===== src/rtl/clz2_pkg.sv =====
// Shared constants and helpers for the 2-bit CLZ leaf stage and its merge logic.
package clz2_pkg;

  localparam int CLZ2_W = 2;

  function automatic logic [CLZ2_W-1:0] clz2(input logic [CLZ2_W-1:0] d);
    case (d)
      2'b00:   return 2'd2;
      2'b01:   return 2'd1;
      default: return 2'd0;
    endcase
  endfunction

  // Pairwise merge used by wider CLZ stages: the low count only matters when hi is all-zero.
  function automatic logic [CLZ2_W:0] merge2(input logic [CLZ2_W-1:0] hi,
                                             input logic [CLZ2_W-1:0] lo);
    return hi[1] ? ({1'b0, hi} + {1'b0, lo}) : {1'b0, hi};
  endfunction

endpackage


===== src/rtl/clz2_lane.sv =====
// Combinational single-lane 2-bit count-leading-zeros.
module clz2_lane
  import clz2_pkg::*;
(
  input  logic [CLZ2_W-1:0] d,
  output logic [CLZ2_W-1:0] cnt,
  output logic              zero
);

  assign cnt  = clz2(d);
  assign zero = (d == 2'b00);

endmodule


===== src/rtl/clz2_pipe.sv =====
// Registered array of 2-bit CLZ lanes behind a one-deep valid/ready register.
// Optional CLZ2_PIPE_MERGE_EN adds out_total, the leading-zero count of the whole word.
module clz2_pipe
  import clz2_pkg::*;
#(
  parameter int LANES = 8,
  localparam int TW   = $clog2(2*LANES+1)
) (
  input  logic                 clk,
  input  logic                 rst,
  input  logic [2*LANES-1:0]   in_data,
  input  logic                 in_valid,
  output logic                 in_ready,
  output logic [2*LANES-1:0]   out_cnt,
  output logic [LANES-1:0]     out_zero,
`ifdef CLZ2_PIPE_MERGE_EN
  output logic [TW-1:0]        out_total,
`endif
  output logic                 out_valid,
  input  logic                 out_ready
);

  logic [2*LANES-1:0] cnt_d;
  logic [LANES-1:0]   zero_d;
  logic               accept;

  for (genvar i = 0; i < LANES; i++) begin : g_lane
    clz2_lane u_lane (
      .d    (in_data[2*i +: 2]),
      .cnt  (cnt_d[2*i +: 2]),
      .zero (zero_d[i])
    );
  end

  // Handshake: a beat moves on an edge where valid && ready. The output register
  // accepts a new beat whenever it is empty or being drained in the same cycle,
  // and holds its contents (with in_ready low) while out_valid && !out_ready.
  assign in_ready = !out_valid || out_ready;
  assign accept   = in_valid && in_ready;

  always_ff @(posedge clk or posedge rst) begin
    if (rst) begin
      out_valid <= 1'b0;
      out_cnt   <= '0;
      out_zero  <= '0;
    end else begin
      out_valid <= accept || (out_valid && !out_ready);
      if (accept) begin
        out_cnt  <= cnt_d;
        out_zero <= zero_d;
      end
    end
  end

`ifdef CLZ2_PIPE_MERGE_EN
  logic [TW-1:0] total_d;
  logic          above_zero;

  // Scan from the most significant lane; a lane contributes only while every lane above it is empty.
  always_comb begin
    total_d    = '0;
    above_zero = 1'b1;
    for (int i = LANES-1; i >= 0; i--) begin
      if (above_zero) total_d = total_d + TW'(cnt_d[2*i +: 2]);
      above_zero = above_zero & zero_d[i];
    end
  end

  always_ff @(posedge clk or posedge rst) begin
    if (rst)         out_total <= '0;
    else if (accept) out_total <= total_d;
  end
`endif

endmodule


===== config.mk =====
export PLATFORM = sky130hd
export DESIGN_NAME = clz2_pipe
export DESIGN_NICKNAME = d
export VERILOG_FILES = /design/src/rtl/clz2_pkg.sv /design/src/rtl/clz2_lane.sv /design/src/rtl/clz2_pipe.sv
export SDC_FILE = /design/constraint.sdc
export NUM_CORES = 1
export LEC_CHECK = 0
export ABC_CLOCK_PERIOD_IN_PS = 3100
export BUFFER_PORTS_ARGS = -buffer_cell sky130_fd_sc_hd__buf_2
export CAP_MARGIN = 30
export CORE_UTILIZATION = 45
export CTS_CLUSTER_SIZE = 16
export DETAILED_ROUTE_END_ITERATION = 8
export PLACE_DENSITY = 0.81
export SKIP_LAST_GASP = 1
export SYNTH_ARGS = -nofsm -noshare
export SYNTH_HDL_FRONTEND = slang
export SYNTH_SLANG_ARGS = --single-unit

===== constraint.sdc =====
create_clock -name clk -period 3.1 [get_ports clk]
set_clock_uncertainty 0.05 [all_clocks]
set_input_delay 0.62 -clock clk [delete_from_list [all_inputs] [get_ports clk]]
set_output_delay 0.62 -clock clk [all_outputs]
set_load 0.02 [all_outputs]

==> summary.json, run 1 <==
{
  "run_status": "finished, final reports clean",
  "detail_route.iter0.violations": 2,
  "synth.cell_area_um2": 846,
  "power_per_standard_cell_area_mw_per_mm2": 517,
  "grt_start_max_net_pins": 18,
  "seqPwrFrac_pct": 48.7,
  "route.met2.wl_um": 603,
  "worstSkewPairLatency_ps": 270,
  "timing.critical_path.from_type": "input port",
  "irDropWorstVdd_uv": 226,
  "cts_tree": "built",
  "drive_above_1_share_pct": 64.7,
  "dp_worst_setup_slack_ps": 1420,
  "finish.utilization_pct": 60.1,
  "routed-wl-met3_um": 103,
  "layout.nets": 123,
  "path_clk_slew_ps": 90,
  "timing.final.crit_period_ps": 1680,
  "post_synth_inst_count": 62,
  "clock_path_buffers": 2,
  "grt.overflow.total": 0,
  "final_antenna_net_count": 0,
  "post-route-worst-setup-slack_ps": 1420,
  "rsz0062_at_grt": "no",
  "timing.critical_path.fanout_max": 3,
  "layout_common_cells": "45 x buf_2, 17 x dfrtp_1, 10 x mux2_4",
  "finalSetupTns_ps": 0,
  "worst-endpoint-required_ps": 2430,
  "path_delay_family": "buffers and inverters",
  "clock_sinks": 17,
  "cp.buffers_inverters": 2,
  "grt_use_total_pct": 15.2,
  "grt_antenna_before_repair": 0,
  "seq_area_frac_synth_pct": 50.3,
  "chipWidth_um": 45.4,
  "worst_setup_path_end_kind": "output port",
  "die_y_um": 45.4,
  "cp_cell_sequence": "buf_2 > nand2b_4 > buf_2",
  "die_area_mm2": 0.00206,
  "core-area_mm2": 0.00175,
  "max_cap_viol_count": 0,
  "cell_internal_pwr_uw": 372,
  "cts.repair.resized": 0,
  "slew_headroom_pct": 58.7,
  "grt_first_pass_wirelength_um": 2220,
  "synthesis.nets": 82,
  "dp_hpwl_um": 1040,
  "routed.top_layer": "met3",
  "worstPathArrival_ps": 1010,
  "post_cts_buffers": 0,
  "post_synth_num_cell_types": 12,
  "power.net_switching_uw": 170,
  "floorplan.initialDensity_pct": 48.5,
  "cts.root.buffer_cell": "clkbuf_4",
  "startpoint_to_endpoint_class_of_the_critical_path": "input port to output port",
  "cts_hold_buffers": 0,
  "max_freq_mhz": 594,
  "drt_pre_antenna_iters": 6,
  "inserted_diodes": 0,
  "syn-mean-instance-area_um2": 13.6,
  "met1Wirelength_um": 634,
  "crit_path_frequent_cell": "buf_2",
  "timing_hold_violations_final": 0,
  "avgRoutedWirePerCell_um": 10.6,
  "number_of_max_slew_violations_in_the_final_report": 0,
  "place_congestion": 0.612,
  "num_vias": 571,
  "clkPwrFrac_pct": 20.7,
  "pin_count": 46,
  "worst-slew-pin-transition_ps": 619,
  "static-leakage-power_uw": 0.000618,
  "cts_buffers": 3,
  "ys.warnings.count": 0,
  "core.rowCount": 15,
  "timing.final.setup_violations": 0,
  "syn2layout_area_growth_pct": 24.0,
  "pwr-share-comb_pct": 30.6,
  "number_of_global_route_vias_before_repair": 542,
  "vias_per_cell": 4.50,
  "route.detailed.drc": 0,
  "cts_max_level": 1,
  "netSwitchingFraction_pct": 31.3,
  "timing.critical_path.slowest_stage_cell": "buf_2",
  "layout.cells.most_common": "buf_2",
  "wirelength_um": 1340,
  "period_utilisation_layout_pct": 54.3,
  "hold_removal_path_class": "input port to asynchronous set/reset pin",
  "port_buffers": 45,
  "ys_seq_elements": 17,
  "crit_path_largest_cell_delay_ps": 160
}
[synthesized netlist by cell type (all sizes together)]
| cell | n | area [um2] |
|---|---|---|
| nor2 | 8 | 30.0 |
| mux2 | 16 | 218 |
| buf | 9 | 80.1 |
| nor2b | 3 | 18.8 |
| and2b | 5 | 37.5 |
| inv | 1 | 3.75 |
| or2b | 1 | 7.51 |
| dfrtp | 17 | 425 |
| nand2b | 1 | 13.8 |
| nand2 | 1 | 11.3 |
[logic make-up after synthesis]
kind of cell,after synthesis,synth area share (%)
and+or+nand+nor,19,14.1
DFF,17,50.3
muxes,16,25.7
buffers and inverters,10,9.91
[power by group through the flow]
stage	clock [uW]	combinational, uW	sequential, uW
2_1_floorplan	0	95.2	302
3_3_place_gp	0	165	267
3_5_place_dp	0	168	269
4_1_cts	116	168	265
5_1_grt	130	180	268
6_report	112	166	264
[per-stage QoR]
stage	hold slack (ps)	std cells	power, uW	instance area (um2)
2_1_floorplan	496	62	397	846
3_3_place_gp	436	123	432	1020
3_5_place_dp	442	123	437	1020
4_1_cts	380	127	549	1050
5_1_grt	403	127	577	1050
6_report	354	127	542	1050
[worst paths after layout]
kind,endpoint,slack (ps),cells past startpoint,from
max,in_ready,1420,3,out_ready
min,out_cnt[6],350,2,rst
max reg2reg,out_zero[4],1860,3,out_valid
min reg2reg,out_cnt[14],460,1,out_cnt[14]
max in group asynchronous,out_cnt[10],2250,2,rst
min in group clk,out_cnt[14],460,1,out_cnt[14]
[area by class of cell]
class,count,area (um2)
clock buffer,4,26.3
inverter,1,3.75
fill,162,697
timing repair buffer,45,225
sequential,17,425
multi-input combinational,35,337
tap,25,31.3
[layer usage]
layer	track usage (%)	vias to the layer above
met1	18.8	264
met2	27.2	34
met3	4.00	0
met5	0	-
met4	1.82	0
li1	-	273
[registers in the layout, indices dropped and copies added (netlist names)]
name	flops
out_zero	3
out_cnt	13
out_valid	1
Note: power is estimated with default switching activity, not from simulation.
==> run 2, diff against run 1 <==
--- a/config.mk
+++ b/config.mk
@@ -5,13 +5,14 @@
 export SDC_FILE = /design/constraint.sdc
 export NUM_CORES = 1
 export LEC_CHECK = 0
-export ABC_CLOCK_PERIOD_IN_PS = 3100
+export ABC_AREA = 1
+export ABC_CLOCK_PERIOD_IN_PS = 1700
 export BUFFER_PORTS_ARGS = -buffer_cell sky130_fd_sc_hd__buf_2
 export CAP_MARGIN = 30
-export CORE_UTILIZATION = 45
+export CORE_UTILIZATION = 43
 export CTS_CLUSTER_SIZE = 16
 export DETAILED_ROUTE_END_ITERATION = 8
-export PLACE_DENSITY = 0.81
+export PLACE_DENSITY = 0.77
 export SKIP_LAST_GASP = 1
 export SYNTH_ARGS = -nofsm -noshare
 export SYNTH_HDL_FRONTEND = slang
==> constraint.sdc (replaced) <==
create_clock -name clk -period 1.7 [get_ports clk]
set_clock_uncertainty 0.05 [all_clocks]
set_input_delay 0.34 -clock clk [delete_from_list [all_inputs] [get_ports clk]]
set_output_delay 0.34 -clock clk [all_outputs]
set_load 0.02 [all_outputs]
==> run 2 against run 1 <==
Count of clock-buffer cells in the layout did not move. Total power rose by 75%. Synthesized cell count rose by 73%. Global-route usage rose by 2.3 points. Largest cell class unchanged.
==> summary.json, run 2 <==
{
  "cts_buffers": 3,
  "die_y_um": 46.4,
  "synthMostInstantiatedCell": "nand2_1",
  "place_congestion": 0.739,
  "route.detailed.drc": 0,
  "multi_input_comb_area_um2": 287,
  "drive_above_1_share_pct": 34.7,
  "synth-simple-area-share_pct": 33.8,
  "xor_xnor_portion_of_the_synthesized_cell_area_pct": 0,
  "post_synth_inst_count": 107,
  "irDropWorstVdd_uv": 427,
  "grt_first_pass_wirelength_um": 2610,
  "ys_seq_elements": 17,
  "max_cap_viol_count": 0,
  "synthMuxAreaShare_pct": 0,
  "route.met2.wl_um": 888,
  "hold_removal_path_class": "input port to asynchronous set/reset pin",
  "post_synthesis_compound_gate_area_fraction_pct": 0,
  "core.rowCount": 15,
  "reg2reg_from": "out_valid",
  "timing.final.setup_violations": 0,
  "power_per_standard_cell_area_mw_per_mm2": 916,
  "timing_hold_violations_final": 0,
  "clock_path_buffers": 2,
  "synth_async_sr_flop_share_pct": 100,
  "drt_pre_antenna_iters": 4,
  "finalSetupTns_ps": 0,
  "clock_sinks": 17,
  "worst-slew-pin-transition_ps": 603,
  "worst-endpoint-required_ps": 1310,
  "synth_top_family_by_area": "simple AND/OR/NAND/NOR gates",
  "cts.root.buffer_cell": "clkbuf_4",
  "synthesis.nets": 127,
  "timing.critical_path.from_type": "flip-flop",
  "grt_antenna_before_repair": 0,
  "dp_hpwl_um": 1290,
  "cts_max_level": 1,
  "num_vias": 759,
  "max_freq_mhz": 673,
  "grt_use_total_pct": 17.6,
  "wirelength_um": 1680,
  "detail_route.iter0.violations": 3,
  "rsz0062_at_grt": "no",
  "floorplan.initialDensity_pct": 47.5,
  "final-seq-area_um2": 425,
  "dp_worst_setup_slack_ps": 460,
  "seq_area_frac_synth_pct": 50.2,
  "layout.cells.most_common": "buf_2",
  "ys.warnings.count": 0,
  "path_clk_slew_ps": 100,
  "final_antenna_net_count": 0,
  "worst_setup_path_end_kind": "output port",
  "syn2layout_area_growth_pct": 22.3,
  "regToRegEndpoint": "out_cnt[2]",
  "layout_common_cells": "45 x buf_2, 33 x nand2_1, 17 x dfrtp_1",
  "syn-mean-instance-area_um2": 7.92,
  "synth.cell_area_um2": 847,
  "synth.largest_area_cell": "dfrtp_1",
  "synth_edf_count": 0,
  "core-area_mm2": 0.00178,
  "slew_headroom_pct": 59.8,
  "number_of_max_slew_violations_in_the_final_report": 0,
  "design_area_mm2": 0.00104,
  "length_in_cells_of_the_worst_reg_to_reg_path": 4,
  "synth_fa_ha_area_share_pct": 0,
  "period_utilisation_layout_pct": 87.4,
  "avgRoutedWirePerCell_um": 9.95,
  "routed-wl-met3_um": 76,
  "number_of_global_route_vias_before_repair": 629,
  "max_flop_register": "out_cnt",
  "placed_area_mm2": 0.00101,
  "pin_count": 46,
  "port_buffers": 45,
  "layout_top_registers": "out_cnt: 13 flops, out_zero: 3 flops, out_valid: 1 flops",
  "post-route-worst-setup-slack_ps": 215,
  "timing.critical_path.fanout_max": 19,
  "met1Wirelength_um": 671,
  "layout.filler_cells": 187,
  "worstSkewPairLatency_ps": 290,
  "startpoint_to_endpoint_class_of_the_critical_path": "flip-flop to output port",
  "layout.nets": 165,
  "run_status": "finished, final reports clean",
  "synth_top_area_share_pct": 50.2,
  "grt_start_max_net_pins": 20,
  "worstPathArrival_ps": 1100,
  "post_synth_num_cell_types": 8,
  "die_area_mm2": 0.00215,
  "post_cts_buffers": 0,
  "yosys_most_used_dff": "dfrtp_1",
  "cts_hold_buffers": 0,
  "ff2ff_setup_slack_ps": 630,
  "cts.repair.resized": 0,
  "grt.overflow.total": 0,
  "largest_reg_flops": 13,
  "cts_tree": "built",
  "chipWidth_um": 46.4,
  "timing.final.crit_period_ps": 1490,
  "static-leakage-power_uw": 0.000671,
  "vias_per_cell": 4.49,
  "finish.utilization_pct": 58.1,
  "synth.area.top_cells": "dfrtp_1 50%, nand2_1 15%, buf_4 9.7%, nand3_1 9.5%, nor2_1 7.1%",
  "inserted_diodes": 0,
  "routed.top_layer": "met4",
  "synthTopCellsByCount": "33 x nand2_1, 17 x dfrtp_1, 16 x nand3_1, 16 x nor2_1"
}
==> run 2: cell count changes after synthesis, sizes merged <==
cell	before	now
mux2	16	0
nor2	8	16
nand2b	1	0
or2b	1	0
nand2	1	35
nand3	0	16
and2b	5	0
inv	1	11
nor2b	3	0
buf	9	12
==> run 2: worst max-delay path by stage <==
stage	from	end	cells after the start	slack [ps]
3_3_place_gp	out_ready	in_ready	4	470
2_1_floorplan	out_valid	in_ready	2	510
6_report	out_valid	in_ready	2	210
5_1_grt	out_valid	in_ready	2	150
4_1_cts	out_valid	in_ready	2	200
3_5_place_dp	out_ready	in_ready	4	460
==> run 2: area by class of cell <==
class,count,share of cell area (%)
timing repair buffer,45,21.7
sequential,17,41.1
inverter,11,3.99
clock buffer,4,2.54
tap,25,3.02
multi-input combinational,67,27.7
==> run 2: critical path, stage by stage, from the launching register on <==
cell and delay [ps]:
dfrtp_1 410, nand2_4 190, buf_2 200
==> run 2: layer usage <==
metal | GRT usage [%] | up-vias
met3 | 3.53 | 6
li1 | - | 393
met2 | 30.8 | 24
met5 | 0 | -
met1 | 19.0 | 336
met4 | 10.6 | 0
==> run 2: cell families after synthesis <==
family	Yosys count
flip-flops	17
buffers and inverters	23
AND/OR/NAND/NOR	67
==> run 2: power by group <==
group	switching [uW]	internal (uW)	total (uW)	leakage (uW)
Sequential	25.6	446	472	0.000219
Clock	128	91.3	219	0.0000150
Combinational	172	85.7	258	0.000437
Total	325	623	949	0.000671
==> run 2: stage by stage <==
stage / cells / hold slack (ps) / power [uW]
floorplan: 107 / 216 / 673
global route: 169 / 99.6 / 1010
CTS: 169 / 72.6 / 956
finish: 169 / 45.0 / 949
global placement: 165 / 391 / 736
detailed placement: 165 / 392 / 742
==> run 3, diff against run 2 <==
--- a/config.mk
+++ b/config.mk
@@ -5,14 +5,14 @@
 export SDC_FILE = /design/constraint.sdc
 export NUM_CORES = 1
 export LEC_CHECK = 0
-export ABC_AREA = 1
 export ABC_CLOCK_PERIOD_IN_PS = 1700
 export BUFFER_PORTS_ARGS = -buffer_cell sky130_fd_sc_hd__buf_2
 export CAP_MARGIN = 30
 export CORE_UTILIZATION = 43
 export CTS_CLUSTER_SIZE = 16
 export DETAILED_ROUTE_END_ITERATION = 8
-export PLACE_DENSITY = 0.77
+export HOLD_SLACK_MARGIN = 0.02
+export PLACE_DENSITY = 0.78
 export SKIP_LAST_GASP = 1
 export SYNTH_ARGS = -nofsm -noshare
 export SYNTH_HDL_FRONTEND = slang
==> run 3 against run 2 <==
Total power up 4.6%. Final area up 1.2%. Die area down 0.15%. First-iteration DRC count unchanged. Utilization up 0.70 points.
==> summary.json, run 3 (same netlist as run 1, synthesis figures left out) <==
{
  "irDropWorstVdd_uv": 592,
  "run_status": "finished, final reports clean",
  "slew_headroom_pct": 59.5,
  "timing.final.setup_violations": 0,
  "rsz0062_at_grt": "no",
  "number_of_max_slew_violations_in_the_final_report": 0,
  "worst-endpoint-required_ps": 1310,
  "worst_setup_path_end_kind": "output port",
  "num_vias": 575,
  "syn2layout_area_growth_pct": 24.0,
  "path_clk_slew_ps": 90,
  "wirelength_um": 1360,
  "die_area_mm2": 0.00215,
  "timing.critical_path.fanout_max": 3,
  "port_buffers": 45,
  "worstPathArrival_ps": 960,
  "die_y_um": 46.4,
  "max_freq_mhz": 741,
  "inserted_diodes": 0,
  "dp_hpwl_um": 1050,
  "worstSkewPairLatency_ps": 280,
  "largest_reg_flops": 13,
  "clock_path_buffers": 2,
  "period_utilisation_layout_pct": 79.4,
  "drive_above_1_share_pct": 64.7,
  "drt_pre_antenna_iters": 2,
  "finalHoldWorstSlack_ps": 58.8,
  "clkPwrFrac_pct": 21.0,
  "cts.root.buffer_cell": "clkbuf_4",
  "avgRoutedWirePerCell_um": 10.7,
  "route.detailed.drc": 0,
  "startpoint_to_endpoint_class_of_the_critical_path": "flip-flop to output port",
  "timing.critical_path.from_type": "flip-flop",
  "pwr-share-comb_pct": 30.4,
  "grt_use_total_pct": 13.7,
  "max_flop_register": "out_cnt",
  "pin_count": 46,
  "layout.nets": 123,
  "power_per_standard_cell_area_mw_per_mm2": 946,
  "netSwitchingFraction_pct": 31.5,
  "power.net_switching_uw": 313,
  "chipWidth_um": 46.4,
  "cts.repair.resized": 0,
  "grt_first_pass_wirelength_um": 1930,
  "core.rowCount": 15,
  "floorplan.initialDensity_pct": 47.4,
  "grt.overflow.total": 0,
  "layout_top_registers": "out_cnt: 13 flops, out_zero: 3 flops, out_valid: 1 flops",
  "cts_max_level": 1,
  "number_of_global_route_vias_before_repair": 482,
  "worst-slew-pin-transition_ps": 606,
  "cts_buffers": 3,
  "seqPwrFrac_pct": 48.6,
  "place_congestion": 0.630,
  "cell_internal_pwr_uw": 679,
  "hold_removal_path_class": "input port to asynchronous set/reset pin",
  "timing.final.crit_period_ps": 1350,
  "vias_per_cell": 4.53,
  "static-leakage-power_uw": 0.000618,
  "clock_sinks": 17,
  "post_cts_buffers": 0,
  "grt_antenna_before_repair": 0,
  "final_antenna_net_count": 0,
  "total_power_uw": 992,
  "cts_hold_buffers": 0,
  "cts_tree": "built",
  "max_cap_viol_count": 0,
  "grt_start_max_net_pins": 18,
  "layout_common_cells": "45 x buf_2, 17 x dfrtp_1, 10 x mux2_4",
  "finalSetupTns_ps": 0,
  "detail_route.iter0.violations": 3,
  "timing_hold_violations_final": 0,
  "layout.cells.most_common": "buf_2",
  "core-area_mm2": 0.00178
}
==> run 3: changes by cell type in the layout (fill, tap and decap cells not counted), moves of 5 or more <==
cell | before | now
inv_1 | 11 | 1
nor2_1 | 16 | 8
mux2_4 | 0 | 10
nand2_1 | 33 | 0
and2b_1 | 0 | 5
mux2_2 | 0 | 6
nand3_1 | 16 | 0
==> run 3: critical path: stages, from the launching register on <==
cell and delay, ps:
dfrtp_1 420, nand2b_4 100, buf_2 160
==> run 3: cell type report <==
| cell class | count | area [um2] |
|---|---|---|
| Clock buffer | 4 | 26.3 |
| Tap cell | 25 | 31.3 |
| Sequential cell | 17 | 425 |
| Inverter | 1 | 3.75 |
| Multi-Input combinational cell | 35 | 337 |
| Timing Repair Buffer | 45 | 225 |
| Fill cell | 158 | 734 |
==> run 3: final timing paths <==
path                             from     endpoint  slack (ps)  cells after the start
hold reg to reg            out_cnt[6]   out_cnt[6]         460                      1
setup reg to reg            out_valid  out_cnt[12]         460                      3
min in group clk             in_valid    out_valid         230                      2
setup / recovery            out_valid     in_ready         350                      2
hold / removal                    rst   out_cnt[6]          60                      2
max in group asynchronous         rst   out_cnt[4]        1150                      2
==> run 3: routing by layer <==
metal	wire, um	part of all wire [%]	GRT usage (%)	vias up
li1	-	-	-	275
met1	612	45	15.6	263
met2	600	44	20.6	33
met3	124	9.1	7.45	4
met4	21	1.5	7.06	0
met5	0	0	0	-
==> run 3: power groups by stage <==
| stage | Clock [uW] | Sequential [uW] | Combinational, uW |
|---|---|---|---|
| floorplan | 0 | 550 | 174 |
| CTS | 220 | 483 | 307 |
| global route | 240 | 488 | 324 |
| finish | 208 | 482 | 302 |
| detailed placement | 0 | 490 | 306 |
| global placement | 0 | 489 | 300 |
==> run 3: per-stage QoR <==
stage | util, % | cell area [um2] | worst slack (ps) | instances
global route | 58.8 | 1050 | 301 | 127
detailed placement | 57.3 | 1020 | 327 | 123
finish | 58.8 | 1050 | 351 | 127
floorplan | - | 846 | 364 | 62
global placement | 57.3 | 1020 | 366 | 123
CTS | 58.8 | 1050 | 327 | 127
